### config.mk
export PLATFORM = sky130hd
export DESIGN_NAME = pc_sequencer_flat
export DESIGN_NICKNAME = d
export VERILOG_FILES = /design/src/rtl/pc_seq_if.sv /design/src/rtl/pc_sequencer.sv /design/src/flat_wrapper.sv
export SDC_FILE = /design/constraint.sdc
export NUM_CORES = 1
export LEC_CHECK = 0
export CAP_MARGIN = 20
export CORE_MARGIN = 2
export CORE_UTILIZATION = 37
export CTS_CLUSTER_DIAMETER = 150
export DETAILED_ROUTE_END_ITERATION = 7
export PLACE_DENSITY = 0.69
export SYNTH_ARGS = -nofsm -noshare
export SYNTH_HDL_FRONTEND = slang
export SYNTH_SLANG_ARGS = --single-unit
### constraint.sdc
create_clock -name clk -period 1.8 [get_ports clk]
set_input_delay 0.18 -clock clk [delete_from_list [all_inputs] [get_ports clk]]
set_output_delay 0.18 -clock clk [all_outputs]
set_load 0.01 [all_outputs]
### src/rtl/pc_seq_if.sv
// Request/response bundle between decode/execute control and the PC sequencer.
// The master issues retire/redirect requests and sees the fetch PC; the slave is the sequencer.
interface pc_seq_if #(
    parameter int XLEN = 32
);
    logic            advance;
    logic            inc_half;
    logic            jump;
    logic [XLEN-1:0] jump_target;
    logic            trap;
    logic [XLEN-1:0] trap_vector;
    logic            mret;
    logic [XLEN-1:0] pc;
    logic            pc_valid;
    logic [XLEN-1:0] epc;
    logic            misaligned;

    modport master (
        output advance, inc_half, jump, jump_target, trap, trap_vector, mret,
        input  pc, pc_valid, epc, misaligned
    );

    modport slave (
        input  advance, inc_half, jump, jump_target, trap, trap_vector, mret,
        output pc, pc_valid, epc, misaligned
    );
endinterface

### src/rtl/pc_sequencer.sv
// Program-counter sequencer: holds the architectural PC, picks the next PC from
// increment / jump / trap vector / epc, and turns misaligned jumps into trap entry.
//
// state  | meaning
// BOOT   | first cycle out of reset, pc not yet fetchable, inputs ignored
// RUN    | pc valid, next PC selected every cycle
// BUBBLE | one dead fetch slot after trap entry, pc held, inputs ignored
module pc_sequencer #(
    parameter int              XLEN         = 32,
    parameter logic [XLEN-1:0] RESET_VECTOR = '0,
    parameter int              ALIGN_BITS   = 2
) (
    input  logic     clk,
    input  logic     reset,
    pc_seq_if.slave  bus
);

    typedef enum logic [1:0] {
        ST_BOOT   = 2'd0,
        ST_RUN    = 2'd1,
        ST_BUBBLE = 2'd2
    } state_e;

    typedef enum logic [2:0] {
        SEL_HOLD = 3'd0,
        SEL_SEQ  = 3'd1,
        SEL_JUMP = 3'd2,
        SEL_TRAP = 3'd3,
        SEL_MRET = 3'd4
    } sel_e;

    localparam logic [XLEN-1:0] ALIGN_MASK = XLEN'((1 << ALIGN_BITS) - 1);
    localparam bit              HALF_OK    = (ALIGN_BITS < 2);

    state_e          state_q, state_d;
    logic [XLEN-1:0] pc_q, pc_d;
    logic [XLEN-1:0] epc_q, epc_d;
    logic            mis_q, mis_d;

    sel_e            sel;
    logic            trap_is_mis;
    logic            target_mis;
    logic [XLEN-1:0] step;
    logic [XLEN-1:0] trap_pc;
    logic            pc_valid;

    assign target_mis = (bus.jump_target & ALIGN_MASK) != '0;
    assign trap_pc    = bus.trap_vector & ~ALIGN_MASK;
    assign step       = (HALF_OK && bus.inc_half) ? XLEN'(2) : XLEN'(4);

    always_ff @(posedge clk or posedge reset) begin
        if (reset) begin
            state_q <= ST_BOOT;
            pc_q    <= RESET_VECTOR;
            epc_q   <= '0;
            mis_q   <= 1'b0;
        end else begin
            state_q <= state_d;
            pc_q    <= pc_d;
            epc_q   <= epc_d;
            mis_q   <= mis_d;
        end
    end

    // Request priority: trap > mret > misaligned jump > jump > increment > hold.
    always_comb begin
        state_d     = state_q;
        sel         = SEL_HOLD;
        trap_is_mis = 1'b0;
        case (state_q)
            ST_BOOT, ST_BUBBLE: begin
                state_d = ST_RUN;
            end
            ST_RUN: begin
                if (bus.trap) begin
                    sel     = SEL_TRAP;
                    state_d = ST_BUBBLE;
                end else if (bus.advance && bus.mret) begin
                    sel = SEL_MRET;
                end else if (bus.advance && bus.jump && target_mis) begin
                    sel         = SEL_TRAP;
                    trap_is_mis = 1'b1;
                    state_d     = ST_BUBBLE;
                end else if (bus.advance && bus.jump) begin
                    sel = SEL_JUMP;
                end else if (bus.advance) begin
                    sel = SEL_SEQ;
                end
            end
            default: begin
                state_d = ST_BOOT;
            end
        endcase
    end

    always_comb begin
        pc_d     = pc_q;
        epc_d    = epc_q;
        mis_d    = mis_q;
        pc_valid = (state_q == ST_RUN);
        case (sel)
            SEL_SEQ:  pc_d = pc_q + step;
            SEL_JUMP: pc_d = bus.jump_target;
            SEL_TRAP: begin
                epc_d = pc_q;
                pc_d  = trap_pc;
                mis_d = trap_is_mis;
            end
            SEL_MRET: begin
                pc_d  = epc_q;
                mis_d = 1'b0;
            end
            default: ;
        endcase
    end

    assign bus.pc         = pc_q;
    assign bus.pc_valid   = pc_valid;
    assign bus.epc        = epc_q;
    assign bus.misaligned = mis_q;

endmodule

### src/flat_wrapper.sv
// flat-port wrapper written by rule: the top's interface ports become plain ports
module pc_sequencer_flat 
#(
    parameter int              XLEN         = 32,
    parameter logic [XLEN-1:0] RESET_VECTOR = '0,
    parameter int              ALIGN_BITS   = 2
)
  (clk, reset, bus_advance, bus_inc_half, bus_jump, bus_jump_target, bus_trap, bus_trap_vector, bus_mret, bus_pc, bus_pc_valid, bus_epc, bus_misaligned);
  pc_seq_if #(.XLEN(XLEN)) bus_i ();
  input  logic clk;
  input  logic reset;
  input wire logic [$bits(bus_i.advance)-1:0] bus_advance;
  input wire logic [$bits(bus_i.inc_half)-1:0] bus_inc_half;
  input wire logic [$bits(bus_i.jump)-1:0] bus_jump;
  input wire logic [$bits(bus_i.jump_target)-1:0] bus_jump_target;
  input wire logic [$bits(bus_i.trap)-1:0] bus_trap;
  input wire logic [$bits(bus_i.trap_vector)-1:0] bus_trap_vector;
  input wire logic [$bits(bus_i.mret)-1:0] bus_mret;
  output wire logic [$bits(bus_i.pc)-1:0] bus_pc;
  output wire logic [$bits(bus_i.pc_valid)-1:0] bus_pc_valid;
  output wire logic [$bits(bus_i.epc)-1:0] bus_epc;
  output wire logic [$bits(bus_i.misaligned)-1:0] bus_misaligned;
  assign bus_i.advance = bus_advance;
  assign bus_i.inc_half = bus_inc_half;
  assign bus_i.jump = bus_jump;
  assign bus_i.jump_target = bus_jump_target;
  assign bus_i.trap = bus_trap;
  assign bus_i.trap_vector = bus_trap_vector;
  assign bus_i.mret = bus_mret;
  assign bus_pc = bus_i.pc;
  assign bus_pc_valid = bus_i.pc_valid;
  assign bus_epc = bus_i.epc;
  assign bus_misaligned = bus_i.misaligned;
  pc_sequencer #(.XLEN(XLEN), .RESET_VECTOR(RESET_VECTOR), .ALIGN_BITS(ALIGN_BITS)) u_core (.clk(clk), .reset(reset), .bus(bus_i));
endmodule
* Word-level counts from Yosys, hierarchy flattened
Cells that the tools add are included.
** Storage, ports and cells
- Register bits after elaboration :: 67
- Input bits :: 71
- Output and inout bits :: 66
- Word-level logic and storage cells :: 38
** Cells by class
- Add/subtract/negate cells :: 1
- Equality and inequality tests :: 8
- Mux-type cells :: 16
- Reductions and logical operators :: 9
** Operator list (number)
- $pmux W32 S4 :: 1
- $add A32 B3 Y32 const B :: 1
- $reduce_bool A32 Y1 :: 1
- $mux W3 :: 5
- $eq A3 B2 Y1 const B :: 2
- $mux W2 :: 3
- $mux W1 :: 5
- $pmux W2 S2 :: 1
- $reduce_bool A4 Y1 :: 1
- $eq A3 B1 Y1 const B :: 1
- $eq A3 B3 Y1 const B :: 1
- $logic_and A1 B1 Y1 :: 3
- $ne A3 B2 Y1 const B :: 1
- $ne A3 B3 Y1 const B :: 1
- $eq A2 B1 Y1 const B :: 1
- $eq A2 B2 Y1 const B :: 1
- $logic_not A2 Y1 :: 1
- $pmux W1 S2 :: 1
- $reduce_and A2 Y1 :: 1
- $reduce_bool A2 Y1 :: 1
- $reduce_or A2 Y1 :: 1

* Depth between registers and ports, before layout
- Depth after elaboration :: 8
- Depth in mapped cells :: 8
- Depth with buffers taken out :: 7

* Worst setup path after synthesis
OpenSTA, ideal clock, no wires.
- Path kind :: register to register
- Start point :: register u_core.pc_q[8] (netlist: u_core.bus.pc[8])
- End point :: register u_core.pc_q[18] (netlist: u_core.bus.pc[18])
- Library setup time :: 99 ps
- Arrival :: 1699 ps
- Required time :: 1701 ps
- Setup slack :: 2 ps
- Stages on the path, launching flop included :: 8
- Buffers on the path :: 1
- Clock period less this slack :: 1798 ps
- Cell sequence :: dfrtp_1 > buf_4 > nand2_1 > or2_1 > or3_4 > a21oi_1 > nor2_1 > a311oi_1
** Between the ends
- Longest elaborated chain between the ends :: 2
** Ends and longest elaborated chain
- from (decl) :: RTL line pc_sequencer.sv:36 : logic [XLEN-1:0] pc_q, pc_d;
- from (signal assigned) :: RTL line pc_sequencer.sv:59 : pc_q <= pc_d;
- $add A32 B3 Y32 :: RTL line pc_sequencer.sv:102 : SEL_SEQ: pc_d = pc_q + step;
- $pmux W32 S4 :: RTL line pc_sequencer.sv:101 : case (sel)
No other way between the ends.
A chain may end at the register's enable or synchronous reset.

* Worst setup path after layout
- Start point :: register u_core.pc_q[16] (netlist: u_core.bus.pc[16])
- End point :: register u_core.pc_q[24] (netlist: u_core.bus.pc[24])
Same word-level chain as after synthesis.

==> impl_metrics.py <==
metrics = {
    "power": {
        "power.switching_fraction": 0.359,
        "cell_pwr_density_nw_per_um2": 1260,
        "seq_power_share": 0.350,
        "pwr-share-clk": 0.162,
        "cellInternalPower_mw": 5.02,
        "power_leakage_nw": 2.52,
        "power.share.combinational": 0.488,
        "totalPowerFinal_mw": 7.83,
        "peakVddDrop_mv": 0.679,
        "switching_power_mw": 2.81,
    },
    "global_route": {
        "grt_use_met3": 0.0433,
        "grt.busiest_layer": "met2",
        "initial_antenna_violation_count": 0,
        "grt.total_usage": 0.226,
        "first_global_vias": 3897,
        "grtUsageMet1": 0.312,
        "gr_util_met2": 0.359,
        "grt_start_max_net_pins": 68,
        "grt_pass1_wl_mm": 20.0,
        "grt_remaining_overflow": 0,
    },
    "layout": {
        "final_cell_count_no_fill": 710,
        "layout.core_utilization": 0.612,
        "areaGrowthSynthToFinish_pct": 62.3,
        "fillers": 867,
        "nets": 641,
        "antenna_cells_inserted": 0,
        "drive_above_1_share": 0.305,
    },
    "critical_path": {
        "worstPathBufferInverterCount": 0,
        "timing.critical_path.cells": "nand3_2 > or2_4 > or3_4 > nor4_4 > a211oi_2 > o21ai_1",
        "critical_path_arrival_ns": 2.00,
        "required_time_of_the_critical_path_ns": 2.07,
        "crit_fanout": 4,
        "cp_slowest_cell": "sky130_fd_sc_hd__or3_4",
        "largest_incremental_delay_on_the_critical_path_ns": 0.45,
        "path_class": "flip-flop to flip-flop",
        "cp-start-kind": "flip-flop",
        "critPathTopFamily": "simple AND/OR/NAND/NOR gates",
        "worstSetupEndpointType": "flip-flop",
    },
    "yosys": {
        "post_synth_top_cells": "sky130_fd_sc_hd__dfrtp_1 (67), sky130_fd_sc_hd__mux2_2 (45), sky130_fd_sc_hd__o21ai_0 (32), sky130_fd_sc_hd__nand2_1 (27), sky130_fd_sc_hd__nor2_1 (23)",
        "post_synth_inst_count": 369,
        "yosysSeqAreaShare": 0.437,
        "synth_area_leaders": "sky130_fd_sc_hd__dfrtp_1 (44%), sky130_fd_sc_hd__mux2_2 (13%), sky130_fd_sc_hd__mux2i_1 (4.4%)",
        "synth-warning-count": 0,
        "synth.most_common_cell": "sky130_fd_sc_hd__dfrtp_1",
        "synthesis.area_sq_um": 3840,
        "yosysTopAreaCellShare": 0.437,
        "count_of_different_cell_masters_after_synthesis": 59,
        "synth-edff-count": 0,
        "postSynthAreaPerCell_sq_um": 10.4,
        "synth.largest_area_cell": "sky130_fd_sc_hd__dfrtp_1",
        "async_sr_flop_fraction": 1.00,
        "synth_nets": 441,
        "ys.flop_type": "sky130_fd_sc_hd__dfrtp_1",
        "postSynthRegisterBits": 67,
    },
    "timing": {
        "worst_slew_margin_rel": 0.743,
        "slew_violations": 0,
        "timing.final.hold_violations": 0,
        "finClkSkew_ns": 0.0116,
        "grt_setup_unrepaired": "true",
        "tns_ns": 0,
        "period_utilisation_layout": 0.964,
        "setup_viol": 0,
        "worst_pin_slew_ns": 0.385,
        "fin_crit_ns": 1.73,
        "clock.fmax_mhz": 577,
    },
    "placed_design": {
        "port_buffers": 133,
        "dp_cells": 679,
        "detailedPlacementHpwl_mm": 8.58,
        "routabilityCongestion": 0.833,
    },
    "clocking": {
        "cts.hold.buffers_added": 0,
        "clock_insertion_delay_worst_skew_ns": 0.34,
        "cts.path.max_buffers": 2,
        "number_of_levels_in_the_clock_h_tree": 3,
        "cts_inserted_buffers": 9,
        "cts.root.buffer_cell": "sky130_fd_sc_hd__clkbuf_8",
        "clock_tree_from_tritoncts": "done",
        "cts.clk_slew.worst_paths_ns": 0.08,
        "cts.sink_count": 67,
    },
    "floorplanning": {
        "core_region_area_sq_um": 10200,
        "dieArea_sq_um": 11200,
        "floorplan.die.height_um": 106,
        "initial_utilization": 0.377,
        "io-pin-count": 137,
        "die_w_um": 106,
        "rows": 37,
    },
    "flow_run": {
        "maxCapViolCount": 0,
    },
    "worst_hold_path": {
        "worst_hold_path_type": "input port to flip-flop",
    },
    "run_status": {
        "run_status": "completed",
    },
    "route": {
        "drc_errors": 0,
        "first_pass_iters": 6,
        "wire_per_inst_um": 17.7,
        "antenna_left": 0,
        "viasPerCell": 5.51,
        "detailroute.via_count": 3915,
        "wl_mm": 12.6,
        "dr.first_iter.drc_count": 246,
    },
}
## registers in the layout, indices dropped and copies added (netlist names)
signal / count
u_core.bus.misaligned: 1
u_core.bus.pc: 32
u_core.state_q: 2
u_core.bus.epc: 32
## placed cells by master (no fill, tap or decap), types with 4 or more instances in the layout
master	instances
sky130_fd_sc_hd__buf_6	8
sky130_fd_sc_hd__nand4_1	6
sky130_fd_sc_hd__o21ai_1	10
sky130_fd_sc_hd__nand3_1	8
sky130_fd_sc_hd__o21a_1	5
sky130_fd_sc_hd__mux2_2	43
sky130_fd_sc_hd__a21oi_1	21
sky130_fd_sc_hd__a311oi_1	4
sky130_fd_sc_hd__nor2_1	23
sky130_fd_sc_hd__clkbuf_8	10
sky130_fd_sc_hd__nand2_1	26
sky130_fd_sc_hd__a221oi_1	8
sky130_fd_sc_hd__buf_12	6
sky130_fd_sc_hd__a31oi_1	6
sky130_fd_sc_hd__dfrtp_1	67
sky130_fd_sc_hd__mux2i_1	16
sky130_fd_sc_hd__buf_4	62
sky130_fd_sc_hd__clkdlybuf4s50_1	126
sky130_fd_sc_hd__o21ai_0	26
sky130_fd_sc_hd__a222oi_1	4
sky130_fd_sc_hd__o221ai_1	4
sky130_fd_sc_hd__nor3_1	4
## metal layers
metal	vias to the layer above	wire, um
met2	158	6070
met3	10	806
li1	1813	-
met1	1934	5590
met4	0	124
met5	-	0
## power groups by stage
| stage | registers (mW) | clock network (mW) | logic [mW] |
|---|---|---|---|
| floorplan | 2.98 | 0 | 1.18 |
| global placement | 2.70 | 0 | 3.60 |
| detailed placement | 2.71 | 0 | 3.66 |
| CTS | 2.70 | 1.29 | 3.74 |
| global route | 2.82 | 1.36 | 4.10 |
| finish | 2.74 | 1.27 | 3.82 |
## worst paths after layout
kind	depth (start not counted)	start	slack (ns)	end
max reg2reg	6	u_core.bus.pc[16]$_DFFE_PP0P_	0.07	u_core.bus.pc[24]$_DFFE_PP0P_
min in group asynchronous	3	reset	0.26	u_core.bus.epc[10]$_DFFE_PP0N_
min reg2reg	1	u_core.state_q[1]$_DFFE_PP0P_	0.46	u_core.state_q[0]$_DFFE_PP0P_
max	6	u_core.bus.pc[16]$_DFFE_PP0P_	0.07	u_core.bus.pc[24]$_DFFE_PP0P_
min	3	bus_jump_target[1]	0.19	u_core.state_q[0]$_DFFE_PP0P_
max in group asynchronous	3	reset	1.22	u_core.bus.epc[8]$_DFFE_PP0N_
## stage by stage
step	hold slack, ns	setup WS, ns	cell area [sq um]
floorplan	0.330	0.00171	3840
global placement	0.432	-0.682	5720
detailed placement	0.452	-0.680	5720
CTS	0.275	0.0176	6060
global route	0.198	-0.0479	6230
finish	0.187	0.0656	6230
## repair_timing
action,in CTS,in global routing
gates resized for setup,23,34
pin swaps,7,13
cloned,2,0
setup buffers,7,7
endpoints found under the setup margin,63,56
## cell families (layout without fill, tap and decap cells)
logic type	count (synthesis)	count (layout)	synth area share
buffers and inverters	26	230	0.0421
multiplexers	63	63	0.179
adder cells (fa/ha/maj)	1	1	0.00326
flip-flops	67	67	0.437
AND/OR/NAND/NOR	97	98	0.136
XOR/XNOR	5	5	0.0114
AO/OA/AOI/OAI	110	110	0.191
## worst min-delay path, stage by stage
cell and delay [ns]:
sky130_fd_sc_hd__buf_2 0.09, sky130_fd_sc_hd__o21a_1 0.14, sky130_fd_sc_hd__o31ai_1 0.08
## final cells by class
| type | instances | area (sq um) | area share |
|---|---|---|---|
| Sequential cell | 67 | 1680 | 0.269 |
| Clock inverter | 4 | 50.0 | 0.00804 |
| Multi-Input combinational cell | 277 | 2150 | 0.345 |
| Tap cell | 136 | 170 | 0.0273 |
| Timing Repair Buffer | 211 | 2020 | 0.324 |
| Clock buffer | 12 | 145 | 0.0233 |
| Inverter | 3 | 15.0 | 0.00241 |
Note: power is estimated with default switching activity, not from simulation.
